<file path="config.mk">
export PLATFORM = sky130hd
export DESIGN_NAME = flex_slave_timer
export DESIGN_NICKNAME = d
export VERILOG_FILES = /design/src/rtl/i2c_pkg.sv /design/src/rtl/flex_counter.sv /design/src/rtl/flex_slave_timer.sv
export SDC_FILE = /design/constraint.sdc
export NUM_CORES = 1
export LEC_CHECK = 0
export ABC_AREA = 1
export CORE_MARGIN = 8
export CORE_UTILIZATION = 53
export CTS_CLUSTER_SIZE = 24
export DETAILED_ROUTE_END_ITERATION = 7
export PLACE_DENSITY_LB_ADDON = 0.05
export SYNTH_ARGS = -nofsm -noshare
export SYNTH_HDL_FRONTEND = slang
export SYNTH_SLANG_ARGS = --single-unit
</file>
<file path="constraint.sdc">
create_clock -name clk -period 4.21 [get_ports clk]
set_input_delay 0.842 -clock clk [delete_from_list [all_inputs] [get_ports clk]]
set_output_delay 0.842 -clock clk [all_outputs]
set_load 0.01 [all_outputs]
</file>
<file path="src/rtl/i2c_pkg.sv">
// ============================================================================
// Module      : i2c_pkg
// Description : Shared types and defaults for the I2C slave timing blocks.
// Revision    : 1.0 - initial release
// ============================================================================
`default_nettype none

package i2c_pkg;

  localparam int DEFAULT_DATA_BITS = 8;
  localparam int DEFAULT_CNT_WIDTH = 8;

  typedef enum logic [2:0] {
    ST_IDLE  = 3'd0,
    ST_START = 3'd1,
    ST_SHIFT = 3'd2,
    ST_PREP  = 3'd3,
    ST_CHECK = 3'd4,
    ST_DONE  = 3'd5,
    ST_HOLD  = 3'd6
  } flex_timer_state_t;

endpackage

`default_nettype wire

</file>
<file path="src/rtl/flex_counter.sv">
// ============================================================================
// Module      : flex_counter
// Description : Up-counter with synchronous clear, enable and a programmable
//               rollover value (wraps to 1 after reaching rollover_val).
// Revision    : 1.0 - initial release
// ============================================================================
`default_nettype none

module flex_counter #(
  parameter int NUM_CNT_BITS = 4
) (
  input  logic                    clk,
  input  logic                    n_rst,
  input  logic                    clear,
  input  logic                    count_enable,
  input  logic [NUM_CNT_BITS-1:0] rollover_val,
  output logic [NUM_CNT_BITS-1:0] count_out
);

  // Count register: clear dominates, then enabled increment with rollover
  always_ff @(posedge clk or negedge n_rst) begin
    if (!n_rst) begin
      count_out <= '0;
    end else if (clear) begin
      count_out <= '0;
    end else if (count_enable) begin
      if (count_out == rollover_val) begin
        count_out <= NUM_CNT_BITS'(1);
      end else begin
        count_out <= count_out + NUM_CNT_BITS'(1);
      end
    end
  end

endmodule

`default_nettype wire

</file>
<file path="src/rtl/flex_slave_timer.sv">
// ============================================================================
// Module      : flex_slave_timer
// Description : I2C slave bit/word timing controller. Tracks SCL edges within
//               a word, sequences the ACK slot and counts completed words.
// Revision    : 1.0 - initial release
// ============================================================================
`default_nettype none

module flex_slave_timer
  import i2c_pkg::*;
#(
  parameter int DATA_BITS = DEFAULT_DATA_BITS,
  parameter int CNT_WIDTH = DEFAULT_CNT_WIDTH,
  localparam int BC_WIDTH = $clog2(DATA_BITS + 1)
) (
  input  logic                 clk,
  input  logic                 n_rst,
  input  logic                 start,
  input  logic                 stop,
  input  logic                 rising_edge,
  input  logic                 falling_edge,
  input  logic                 tx_mode,
  input  logic                 sda_in,
  output logic                 byte_received,
  output logic                 ack_prep,
  output logic                 ack_check,
  output logic                 ack_done,
  output logic                 addr_phase,
  output logic                 master_nack,
  output logic [BC_WIDTH-1:0]  bit_count,
  output logic [CNT_WIDTH-1:0] word_count
);

  localparam logic [BC_WIDTH-1:0]  BITS_FULL = BC_WIDTH'(DATA_BITS);
  localparam logic [CNT_WIDTH-1:0] WORD_MAX  = '1;

  flex_timer_state_t state, next_state;

  logic nack_flag;
  logic rise_ev, fall_ev, bits_full;
  logic go_idle, go_start, word_done;
  logic cnt_clear, cnt_enable;

  // Event qualification: bus conditions first, rising edge masks falling edge
  always_comb begin
    rise_ev    = rising_edge;
    fall_ev    = falling_edge & ~rising_edge;
    bits_full  = (bit_count == BITS_FULL);
    go_idle    = (state != ST_IDLE) && stop;
    go_start   = start && ((state == ST_IDLE) || !stop);
    word_done  = !go_idle && !go_start && (state == ST_SHIFT) && bits_full && fall_ev;
    cnt_clear  = go_idle || go_start || ((state == ST_CHECK) && fall_ev);
    cnt_enable = rise_ev && ((state == ST_START) || (state == ST_DONE) ||
                             ((state == ST_SHIFT) && !bits_full));
  end

  // State register
  always_ff @(posedge clk or negedge n_rst) begin
    if (!n_rst) begin
      state <= ST_IDLE;
    end else begin
      state <= next_state;
    end
  end

  // Next-state logic
  always_comb begin
    next_state = state;
    if (go_idle) begin
      next_state = ST_IDLE;
    end else if (go_start) begin
      next_state = ST_START;
    end else begin
      case (state)
        ST_START: if (rise_ev) next_state = ST_SHIFT;
        ST_SHIFT: if (bits_full && fall_ev) next_state = ST_PREP;
        ST_PREP:  if (rise_ev) next_state = ST_CHECK;
        ST_CHECK: if (fall_ev) next_state = nack_flag ? ST_HOLD : ST_DONE;
        ST_DONE:  if (rise_ev) next_state = ST_SHIFT;
        default:  next_state = state;
      endcase
    end
  end

  // Output decode from registered state and counters only
  always_comb begin
    byte_received = (state == ST_PREP) || (state == ST_CHECK);
    ack_prep      = (state == ST_PREP);
    ack_check     = (state == ST_CHECK);
    ack_done      = (state == ST_DONE);
    master_nack   = (state == ST_HOLD);
    addr_phase    = (word_count == '0) && (state != ST_IDLE) && (state != ST_HOLD);
  end

  // Bits seen in the current word
  flex_counter #(
    .NUM_CNT_BITS (BC_WIDTH)
  ) u_bit_counter (
    .clk          (clk),
    .n_rst        (n_rst),
    .clear        (cnt_clear),
    .count_enable (cnt_enable),
    .rollover_val (BITS_FULL),
    .count_out    (bit_count)
  );

  // Completed-word counter, saturating at all-ones
  always_ff @(posedge clk or negedge n_rst) begin
    if (!n_rst) begin
      word_count <= '0;
    end else if (go_idle || go_start) begin
      word_count <= '0;
    end else if (word_done && (word_count != WORD_MAX)) begin
      word_count <= word_count + CNT_WIDTH'(1);
    end
  end

  // NACK capture: sampled on the ACK-slot rising edge when the master acks
  always_ff @(posedge clk or negedge n_rst) begin
    if (!n_rst) begin
      nack_flag <= 1'b0;
    end else if (go_idle || go_start) begin
      nack_flag <= 1'b0;
    end else if ((state != ST_SHIFT) && (next_state == ST_SHIFT)) begin
      nack_flag <= 1'b0;
    end else if ((state == ST_PREP) && rise_ev && tx_mode) begin
      nack_flag <= sda_in;
    end
  end

endmodule

`default_nettype wire
</file>
==> summary.md, run 1 <==
| Metric | Value |
|---|---|
| Primary FF master, synth | dfrtp_1 |
| MaxCap Viol Count | 0 |
| CP max FO | 9 |
| Most common cell in the netlist | nand2_1 |
| Vias/cell | between 5 and 6 |
| Asr flop ratio synth | 100% |
| Lkg Pwr | about 0.00069 µW |
| Synthesis Warnings | 0 |
| Chip width | 62.9 µm |
| Hold/Removal Path Class | register to register |
| CTS tree | done |
| Initial core utilization | around 54% |
| Antenna cells | 0 |
| Post-Syn Area | approximately 0.0012 mm² |
| # hold bufs at CTS | 0 |
| Critical Path RT | approximately 3.4 ns |
| Die Y | about 63 µm |
| Final Cell Area | between 0.001 and 0.0015 mm² |
| Clock transition time at the flip-flop clock pins of the worst setup and hold paths | roughly 0.1 ns |
| Row count | 17 |
| Vias | 1072 |
| Vias in the first global route | around 1000 |
| Fin crit period | roughly 2.7 ns |
| Placed cell area | between 0.001 and 0.0015 mm² |
| Post-route setup slack | 1.48 ns |
| Mean Syn Cell Area | a little under 8 µm² |
| Root Driver | clkbuf_4 |
| Final TNS setup | 0 ns |
| RSZ-0062 raised after global routing | false |
| Post-synthesis instance total | between 150 and 200 |
| Net count, final | ~190 |
| Share of layout cells above drive strength 1 | about a fifth |
| Slew @ Worst Pin | about 0.75 ns |
| Drc violations | 0 |
| Post-Syn Nets | approximately 160 |
| Port Buffers | 25 |
| Clk sinks | 16 |
| Final Setup Violations | 0 |
| Status | completed |
| First DRT Iteration DRCs | 43 |
| RePlAce Congestion | 0.959 |
| Crit Path Category | register to output port |
| CTS Buffer Depth | 2 |
| 1st-pass router iterations | 4 |
| Setup bufs post-CTS | 0 |
| Max-slew violation count | 0 |
| Period utilization | approximately two thirds |
| Grt ovf | 0 |
| Synthesis-to-layout area growth | 25.5% |
| Part of the Yosys area used for sequential elements | between 30% and 40% |
| Worst Path Arrival | 1.89 ns |
| Initial antenna violation count | 0 |
| Post-CTS sizing | 0 |
| Fmax | 366 MHz |
| Yosys top cell area share | about a third |
| Synth area leaders | dfrtp_1 34%, nand2_1 7.7%, inv_1 6.8%, nand3_1 6.0%, o21ai_2 5.3% |
| Power density of the placed cells | approximately 360 mW/mm² |
| Worst R2R Setup Slack | ~2.5 ns |
| Largest net degree at the start of global routing | 17 |
| Detailed placement HPWL | 2.19 mm |
| First-pass GRT wire length | 4.73 mm |
| Area leader, netlist | dfrtp_1 |
| Number of synthesized flops with an enable pin | 0 |
| Max-slew headroom | roughly 50% |
| Worst skew pair latency | between 0.2 and 0.3 ns |
| Global-route usage over all layers | between 10 and 15% |
| Ports | 26 |
| H-tree Lvls | 1 |
| Wirelength, routed | 2.76 mm |
| Antenna-violating nets left | 0 |
| Register bit count reported by yosys | 16 |
| Core area | between 0.002 and 0.0025 mm² |
| Routed length per placed instance | between 10 and 15 µm |
| Crit path launch type | register |
| Synth top cells by count | 24 x nand2_1, 21 x inv_1, 16 x dfrtp_1 |
| Die ar. | 0.00395 mm² |
| Setup crit end kind | output port |
| Num CTS Buffers | 3 |
| Final Skew | 0.00750 ns |
| Final Hold Fails | 0 |
| VDD IR max | around 0.00024 V |
| Post-synthesis cell type count | 28 |
| Pre-CTS setup slack | approximately 1.8 ns |
sequential cells by signal (all words and copies together) (netlist names):
signal,flops
nack_flag,1
state,3
u_bit_counter.count_out,4
word_count,8
cells in the final DEF (no fill, tap or decap), types with 2 or more instances in the layout:
cell type / netlist / routed
a21oi_1: 6 / 6
nor2_4: 3 / 3
inv_2: 5 / 5
nor2_2: 3 / 3
nor3_1: 4 / 4
dfrtp_1: 16 / 16
clkbuf_4: 0 / 3
inv_1: 21 / 21
nand3_1: 14 / 14
nand4_1: 4 / 4
clkdlybuf4s50_1: 0 / 25
nand2_4: 3 / 3
o21ai_0: 6 / 6
o21ai_2: 7 / 7
ha_1: 4 / 4
xor2_1: 2 / 2
nand2_2: 5 / 5
nor2_1: 13 / 13
nand2_1: 24 / 24
critical path: stages (launching register included):
cell and delay [ns]:
dfrtp_1 0.57, o21ai_0 0.13, nand2_1 0.11, nor2_1 0.07, nor3_1 0.15, clkdlybuf4s50_1 0.56
area by class of cell:
cell class | instances | area [µm²]
clock buffer | 3 | 22.5
fill | 189 | 687
inverter | 27 | 103
multi-input combinational | 107 | 651
sequential | 16 | 400
tap | 28 | 35.0
timing repair buffer | 25 | 250
through the flow:
step                util [%]  total power, µW  std cells  hold slack, ns
detailed placement      67.0              443        203           0.585
finish                  68.0              523        206           0.593
floorplan                  -              368        151           0.546
global route            68.0              562        206           0.638
CTS                     68.0              526        206           0.601
global placement        67.0              435        203           0.548
routing by layer:
metal | track usage, % | part of all wire [%]
met5 | 0 | 0
met4 | 6.84 | 1.5
met3 | 4.12 | 6.7
met2 | 24.8 | 49
met1 | 16.7 | 43
final timing paths:
kind | cells past startpoint | start | end
worst max-delay path | 5 | state[0] | addr_phase
worst min-delay path | 2 | u_bit_counter.count_out[2] | u_bit_counter.count_out[2]
worst max register to register | 11 | u_bit_counter.count_out[0] | word_count[7]
worst min register to register | 2 | u_bit_counter.count_out[2] | u_bit_counter.count_out[2]
max in group asynchronous | 1 | n_rst | word_count[2]
min in group asynchronous | 1 | n_rst | nack_flag
logic make-up after synthesis:
logic type,after synthesis,synth area share (%)
DFF,16,34.4
xor gates and xnor gates,3,2.26
buffers and inverters,28,9.77
and+or+nand+nor,78,36.1
adders and majority gates,4,4.30
AOI/OAI and AO/OA,22,13.2
power by group:
| group | leakage [µW] | switching [µW] | internal [µW] |
|---|---|---|---|
| logic | 0.000459 | 143 | 96.1 |
| registers | 0.000219 | 33.5 | 170 |
| clock network | 0.0000138 | 48.5 | 33.2 |
(Power assumes the default switching activity.)
==> run 2, diff against run 1 <==
--- a/config.mk
+++ b/config.mk
@@ -7,7 +7,7 @@
 export LEC_CHECK = 0
 export ABC_AREA = 1
 export CORE_MARGIN = 8
-export CORE_UTILIZATION = 53
+export CORE_UTILIZATION = 50
 export CTS_CLUSTER_SIZE = 24
 export DETAILED_ROUTE_END_ITERATION = 7
 export PLACE_DENSITY_LB_ADDON = 0.05
==> constraint.sdc (replaced) <==
create_clock -name clk -period 2.75 [get_ports clk]
set_input_delay 0.55 -clock clk [delete_from_list [all_inputs] [get_ports clk]]
set_output_delay 0.55 -clock clk [all_outputs]
set_load 0.01 [all_outputs]
==> summary.md, run 2 (synthesis results as in run 1) <==
| Metric | Value |
|---|---|
| Synthesis-to-layout area growth | 25.5% (unchanged) |
| Fin crit period | 2.43 ns |
| Die ar. | 0.00413 mm² (was 0.00395 mm²) |
| Post-CTS sizing | 0 (unchanged) |
| Lkg Pwr | 0.000691 µW (unchanged) |
| Antenna cells | 0 (unchanged) |
| Clock transition time at the flip-flop clock pins of the worst setup and hold paths | 0.09 ns (was 0.10 ns) |
| Clock share of power | 15.2% (was 15.6%) |
| Largest net degree at the start of global routing | 17 (unchanged) |
| DR WL met2 | 1.33 mm (was 1.34 mm) |
| Post-route setup slack | 0.316 ns (was 1.48 ns) |
| Crit Path Category | register to output port (unchanged) |
| Wirelength, routed | 2.77 mm (was 2.76 mm) |
| Crit path launch type | register (unchanged) |
| Die Y | 64.3 µm (was 62.9 µm) |
| Antenna-violating nets left | 0 (unchanged) |
| Initial core utilization | 52.7% (was 54.2%) |
| Share of layout cells above drive strength 1 | 19.1% (unchanged) |
| RePlAce Congestion | 0.934 (was 0.959) |
| Pint | 457 µW (was 299 µW) |
| Final Skew | 0.00243 ns (was 0.00750 ns) |
| Net Switching | 339 µW (was 225 µW) |
| Detailed placement HPWL | 2.21 mm (was 2.19 mm) |
| CP max FO | 9 (unchanged) |
| VDD IR max | 0.000367 V (was 0.000243 V) |
| Fillers | 204 (was 189) |
| Global-route usage over all layers | 14.0% (was 14.8%) |
| Row count | 17 (unchanged) |
| 1st-pass router iterations | 4 (unchanged) |
| Flop pwr share | 38.8% (about the same) |
| Status | completed (unchanged) |
| Max reg flops | 8 (unchanged) |
| Max-slew violation count | 0 (unchanged) |
| Met3 WL | 227 µm (was 186 µm) |
| Top layer in use | met4 (unchanged) |
| Slew @ Worst Pin | 0.750 ns (was 0.747 ns) |
| Port Buffers | 25 (unchanged) |
| RSZ-0062 raised after global routing | false (unchanged) |
| First-pass GRT wire length | 4.73 mm (unchanged) |
| Final TNS setup | 0 ns (unchanged) |
| Final cell count without fillers | 206 (unchanged) |
| MaxCap Viol Count | 0 (unchanged) |
| Grt ovf | 0 (unchanged) |
| Period utilization | between 80% and 90% |
| Max-slew headroom | 49.9% (was 50.1%) |
| Combinational power share | 46.0% (was 45.6%) |
| Hold/Removal Path Class | register to register (unchanged) |
| Power density of the placed cells | 544 mW/mm² (was 358 mW/mm²) |
| Clk sinks | 16 (unchanged) |
| Net count, final | 192 (unchanged) |
| Ports | 26 (unchanged) |
| Reg with most FFs | word_count (unchanged) |
| Routed length per placed instance | 13.4 µm (about the same) |
| Final Setup Violations | 0 (unchanged) |
| Final Hold Fails | 0 (unchanged) |
| Setup bufs post-CTS | 0 (unchanged) |
| # hold bufs at CTS | 0 (unchanged) |
| Setup crit end kind | output port (unchanged) |
| Vias in the first global route | 1124 (was 1045) |
| Root Driver | clkbuf_4 (unchanged) |
| Drc violations | 0 (unchanged) |
| Initial antenna violation count | 0 (unchanged) |
| Most common cell after layout, fill and taps aside | clkdlybuf4s50_1 (unchanged) |
| First DRT Iteration DRCs | 40 (was 43) |
| CTS tree | done (unchanged) |
| Worst Path Arrival | 1.88 ns (was 1.89 ns) |
| Top Registers | word_count (8), u_bit_counter.count_out (4), state (3) (unchanged) |
| Critical Path RT | 2.20 ns (was 3.37 ns) |
| Sw frac | 42.6% (was 42.9%) |
| Num CTS Buffers | 3 (unchanged) |
| Core area | 0.00221 mm² (was 0.00215 mm²) |
| CTS Buffer Depth | 2 (unchanged) |
| Most frequent cells in the layout | 25 x clkdlybuf4s50_1, 24 x nand2_1, 21 x inv_1, 16 x dfrtp_1, 14 x nand3_1 (unchanged) |
| Worst skew pair latency | 0.28 ns (was 0.29 ns) |
| Vias | 1073 (was 1072) |
| H-tree Lvls | 1 (unchanged) |
| Fmax | between 400 and 500 MHz |
| M1 wire length | 1.15 mm (was 1.19 mm) |
| Inst Count DP | 203 (unchanged) |
| Chip width | 64.3 µm (was 62.9 µm) |
| Pre-CTS setup slack | 0.646 ns (was 1.81 ns) |
| Vias/cell | 5.21 (was 5.20) |
==> run 2: cell counts in the layout (fill, tap and decap cells not counted) <==
No cell type changed its count.
==> run 2: cell type report <==
| cell class | instances | area [µm²] | area share (%) |
|---|---|---|---|
| clock buffers | 3 | 22.5 | 1.54 |
| inverters | 27 | 103 | 7.02 |
| multi-input cells | 107 | 651 | 44.5 |
| flip-flops and latches | 16 | 400 | 27.4 |
| well taps | 28 | 35.0 | 2.40 |
| repair buffers | 25 | 250 | 17.1 |
==> run 2: critical path: stages (launching register included) <==
cell             delay, ns
dfrtp_1               0.56
o21ai_0               0.14
nand2_1               0.11
nor2_1                0.07
nor3_1                0.15
clkdlybuf4s50_1       0.57
==> run 2: routing by layer <==
metal,GRT usage [%],vias to the layer above
met2,22.9,37
met5,0,-
met3,5.75,9
met4,8.99,0
li1,-,543
met1,14.5,484
==> run 2: final timing paths <==
| check | depth (start not counted) | from | end | slack [ns] |
|---|---|---|---|---|
| worst max-delay path | 5 | state[0] | addr_phase | 0.32 |
| worst max register to register | 11 | u_bit_counter.count_out[0] | word_count[1] | 1.12 |
| worst min-delay path | 2 | word_count[4] | word_count[4] | 0.58 |
| min in group asynchronous | 1 | n_rst | word_count[5] | 0.70 |
| worst min register to register | 2 | word_count[4] | word_count[4] | 0.58 |
| max in group asynchronous | 1 | n_rst | state[0] | 1.57 |
==> run 2: power groups by stage <==
| stage | logic [µW] | registers (µW) | clock network [µW] |
|---|---|---|---|
| 2_1_floorplan | 269 | 295 | 0 |
| 3_3_place_gp | 356 | 311 | 0 |
| 3_5_place_dp | 363 | 313 | 0 |
| 4_1_cts | 365 | 308 | 130 |
| 5_1_grt | 405 | 315 | 138 |
| 6_report | 366 | 309 | 121 |
==> run 2: through the flow <==
step	cell area (µm²)	power [µW]	utilization (%)	hold slack, ns
4_1_cts	1460	803	66.1	0.585
3_5_place_dp	1440	676	65.0	0.562
3_3_place_gp	1440	667	65.0	0.546
5_1_grt	1460	859	66.1	0.625
6_report	1460	795	66.1	0.575
2_1_floorplan	1160	564	-	0.254
